### config.mk
export PLATFORM = sky130hd
export DESIGN_NAME = flag_reg_unit
export DESIGN_NICKNAME = d
export VERILOG_FILES = /design/src/rtl/flag_reg_unit.sv
export SDC_FILE = /design/constraint.sdc
export NUM_CORES = 1
export LEC_CHECK = 0
export ABC_AREA = 1
export CORE_AREA = 5 5 42 44
export DETAILED_ROUTE_END_ITERATION = 8
export DIE_AREA = 0 0 47 49
export GPL_ROUTABILITY_DRIVEN = 0
export PLACE_DENSITY = 0.62
export SLEW_MARGIN = 20
export SYNTH_ARGS = -nofsm -noshare
export SYNTH_HDL_FRONTEND = slang
export SYNTH_SLANG_ARGS = --single-unit
### constraint.sdc
create_clock -name CLK -period 0.8 [get_ports CLK]
set_input_delay 0.16 -clock CLK [delete_from_list [all_inputs] [get_ports CLK]]
set_output_delay 0.16 -clock CLK [all_outputs]
set_load 0.02 [all_outputs]
### src/rtl/flag_reg_unit.sv
// Committed NZCV flag register with an optional shadow copy for save/restore.
// Shadow register and its FSM are built only when FLAG_SHADOW_EN is defined.
module flag_reg_unit (
    input  logic       CLK,
    input  logic       RESET,
    input  logic [3:0] ALUFlags,
    input  logic [1:0] FlagWE,
    input  logic       CondExE,
    input  logic       StallE,
    input  logic       FlushE,
    input  logic       SaveReq,
    input  logic       RestoreReq,
    output logic [3:0] Flags,
    output logic [3:0] ShadowFlags,
    output logic       Busy,
    output logic       SaveAck,
    output logic       RestoreAck
);

    logic [3:0] flags_q, flags_d;
    logic       commit;

`ifdef FLAG_SHADOW_EN
    typedef enum logic [1:0] {
        IDLE,
        SAVE,
        RESTORE,
        ACK
    } state_t;

    state_t     state_q, state_d;
    logic       op_save_q, op_save_d;
    logic [3:0] shadow_q, shadow_d;

    always_ff @(posedge CLK or posedge RESET) begin
        if (RESET) begin
            state_q   <= IDLE;
            op_save_q <= 1'b0;
            flags_q   <= 4'b0000;
            shadow_q  <= 4'b0000;
        end else begin
            state_q   <= state_d;
            op_save_q <= op_save_d;
            flags_q   <= flags_d;
            shadow_q  <= shadow_d;
        end
    end

    always_comb begin
        state_d   = state_q;
        op_save_d = op_save_q;
        flags_d   = flags_q;
        shadow_d  = shadow_q;
        commit    = CondExE & ~StallE & ~FlushE & (state_q == IDLE);

        if (commit && FlagWE[1]) flags_d[3:2] = ALUFlags[3:2];
        if (commit && FlagWE[0]) flags_d[1:0] = ALUFlags[1:0];

        unique case (state_q)
            IDLE: begin
                // Save wins when both requests arrive together.
                if (SaveReq) begin
                    state_d   = SAVE;
                    op_save_d = 1'b1;
                end else if (RestoreReq) begin
                    state_d   = RESTORE;
                    op_save_d = 1'b0;
                end
            end
            SAVE: begin
                shadow_d = flags_q;
                state_d  = ACK;
            end
            RESTORE: begin
                flags_d = shadow_q;
                state_d = ACK;
            end
            ACK: begin
                state_d = IDLE;
            end
            default: state_d = IDLE;
        endcase
    end

    assign Flags       = flags_q;
    assign ShadowFlags = shadow_q;
    assign Busy        = (state_q != IDLE);
    assign SaveAck     = (state_q == ACK) &  op_save_q;
    assign RestoreAck  = (state_q == ACK) & ~op_save_q;
`else
    logic unused_req;

    always_ff @(posedge CLK or posedge RESET) begin
        if (RESET) begin
            flags_q <= 4'b0000;
        end else begin
            flags_q <= flags_d;
        end
    end

    always_comb begin
        flags_d = flags_q;
        commit  = CondExE & ~StallE & ~FlushE;
        if (commit && FlagWE[1]) flags_d[3:2] = ALUFlags[3:2];
        if (commit && FlagWE[0]) flags_d[1:0] = ALUFlags[1:0];
    end

    assign unused_req  = SaveReq ^ RestoreReq;
    assign Flags       = flags_q;
    assign ShadowFlags = 4'b0000;
    assign Busy        = 1'b0;
    assign SaveAck     = 1'b0;
    assign RestoreAck  = 1'b0;
`endif

endmodule

# Word level (Yosys, flattened, before mapping)
# Cells that the tools add are included.
# word_totals
input_bits,13
word_cells,8
out_inout_bits,11
ff_bits,4
# op_classes
reduce_logical,2
n_bitwise,4
# ops
op,n
bitwise AND 1 bit,2
logical AND 1 bit,2
NOT 1 bit,2

# Logic depth before layout (Yosys ltp)
# depth
ltp_word,4
depth_mapped,4
mapped_depth_nobuf,4

# Least setup slack after synthesis
# OpenSTA, ideal clock, no wires.
# synth_timing
path_kind,register -> register
startpoint,"register, netlist name Flags[0]"
endpoint,register flags_q[0] (netlist: Flags[0])
period_less_slack_ns,0.676
setup_ns,0.117
arrival_ns,0.559
slack_ns,0.124
path_stages_with_launch,3
path_cell_list,dfrtp_1 -> nand2_1 -> nand2_1
# synth_lines
item,line,text
"end signal, assigned",97,flags_q <= flags_d;
"end, declared",20,"logic [3:0] flags_q, flags_d;"

# Worst setup path after layout
# layout_timing
startpoint,register flags_q[0] (netlist: Flags[0])
endpoint,output port Flags[0]
# layout_lines
item,line,text
"end, declared",13,"output logic [3:0] Flags,"
# No word-level cell between the ends.

==> impl_metrics.yaml <==
timing:
  fin_tns_setup_ps: -424
  hold_violations: 0
  worst_slack_ps: -116
  fmax_mhz: 1090
  period_needed_ps: 916
  skew_ps: 0
  setup_viol: 4
  rsz0062_at_grt: "yes"
  slew_violations: 0
  post-route-period-util_pct: 115
placement:
  place_area_um2: 388
  io_buffers: 14
  dp_cells: 61
  dp_hpwl_um: 577
final_layout:
  multi_input_area_um2: 105
  fin_cells: 65
  fillCellCount: 167
  area_delta_synth_final_pct: 68.0
  drive_above_1_share_pct: 24.5
  design_area_um2: 420
  regArea_um2: 100
  antennaDiodeCount: 0
  largest_reg_flops: 4
  fin_nets: 64
routing:
  num_vias: 236
  wire_per_inst_um: 10.4
  drtAntennaViolNets: 0
  totalWireLength_um: 678
  drt_iter0_markers: 2
  vias_per_cell: 3.63
  first_pass_iters: 2
  drc: 0
clocking:
  root_buffer: "clkbuf_4"
  cts_made_buffers: 3
  h-tree-depth: 1
  tritoncts: "built"
  clock_path_buffers: 2
  clock_sinks: 4
  cts_hold_buf: 0
  clock_latency_ps: 230
  clkTransAtPathRegs_ps: 40
yosys:
  synth_warnings: 0
  seq_area_frac_synth_pct: 40.0
  synth_top_area_share_pct: 40.0
  yosys.area.top_type: "dfrtp_1"
  syn_inst: 31
  netlist_top_cells_area: "dfrtp_1 (40%), buf_4 (21%), nand4_1 (15%)"
  synth.avg_cell_area_um2: 8.07
  ys_seq_elements: 4
  yosysUniqueCellTypes: 8
  syn_area_um2: 250
job:
  drv_cap: 0
die:
  die_x_um: 47
  coreArea_um2: 1400
  io_pins: 24
  die_y_um: 49
  dieArea_um2: 2300
  rows: 14
  initial_utilization_pct: 17.9
worst_setup_path:
  arrival_ps: 760
  critPathKind: "reg -> out"
  cp_max_fo: 2
  endpoint_kind: "output pin"
  worst-path-buf-inv: 1
  slowest_delay_ps: 390
  path_cells: "buf_6"
  critPathRequiredTime_ps: 640
  crit_family: "flip-flops"
  start_kind: "flip-flop"
  critical-path-slowest-cell: "dfrtp_1"
power:
  p_clk_share_pct: 30.3
  power.internal_uw: 546
  power.density_nw_per_um2: 1880
  total_power_uw: 789
  p_sw_share_pct: 30.8
  p_leak_uw: 0.000231
  seq_power_share_pct: 34.2
  ir_drop_mv: 0.579
  p_sw_uw: 243
  pwr-share-comb_pct: 35.5
outcome:
  status: "finished, violations left"
  violations: "setup timing"
min_path:
  hold_class: "in -> async"
grt:
  grt_start_max_net_pins: 7
  overflow: 0
  grt_pass1_wl_um: 966
  grt_pass1_vias: 234
  grt_usage_pct: 6.14
  grt_antenna_before_repair: 0
==> cell type report <==
| cell class | instances | area share (%) |
|---|---|---|
| inverters | 4 | 3.57 |
| well taps | 16 | 4.76 |
| flip-flops and latches | 4 | 23.8 |
| clock buffers | 3 | 5.36 |
| multi-input cells | 22 | 25.0 |
| repair buffers | 16 | 37.5 |
==> per-layer routing <==
layer	wire length [um]	global-route usage, %	up-vias
met5	0	0	-
met4	0	4.15	0
met3	95	2.58	0
met2	318	9.28	13
met1	264	6.62	100
li1	-	-	123
==> worst paths after layout <==
kind	start	end	slack (ps)	cells after the start
max	Flags[0]	Flags[0]	-120	1
min	RESET	Flags[2]	110	2
max reg2reg	Flags[3]	Flags[3]	90	3
min reg2reg	Flags[1]	Flags[1]	490	2
max in group asynchronous	RESET	Flags[0]	540	2
min in group CLK	FlagWE[1]	Flags[2]	310	4
==> repair_timing <==
item,CTS,global route
setup buffers,0,1
pin swaps,3,2
setup endpoints to repair,8,6
resized for setup,29,1
==> power groups by stage <==
| stage | Sequential (uW) | Combinational, uW | Clock (uW) |
|---|---|---|---|
| after floorplan | 311 | 100 | 0 |
| after global placement | 261 | 272 | 0 |
| after detailed placement | 267 | 272 | 0 |
| after CTS | 272 | 273 | 254 |
| after global routing | 273 | 301 | 274 |
| final | 270 | 280 | 239 |
==> synthesized netlist by cell type, drive strengths merged <==
cell type,number
buf,7
nand4,6
nor2,1
inv,4
conb,1
dfrtp,4
nand2,8
==> kinds of logic after synthesis <==
family,count (synthesis),share of synthesized area (%)
and+or+nand+nor,15,31.5
buffers and inverters,11,27.0
DFF,4,40.0
other,1,1.50
==> through the flow <==
stage | worst slack, ps | hold WS [ps] | util (%)
floorplan | 124 | -73.9 | -
global placement | -303 | 354 | 27.7
detailed placement | -319 | 363 | 27.7
CTS | -136 | 115 | 29.3
global route | -155 | 133 | 30.0
finish | -116 | 115 | 30.0
==> cell usage in the layout, fill, tap and decap left out <==
master and n:
inv_1 2, dlymetal6s2s_1 1, dfrtp_1 4, buf_6 4, buf_4 2, conb_1 7
dlygate4sd2_1 4, clkbuf_4 3, clkdlybuf4s50_1 5, inv_2 2, nand2_1 8, nand4_1 6
nor2_4 1
No activity file was read; power rests on OpenSTA's default activity.
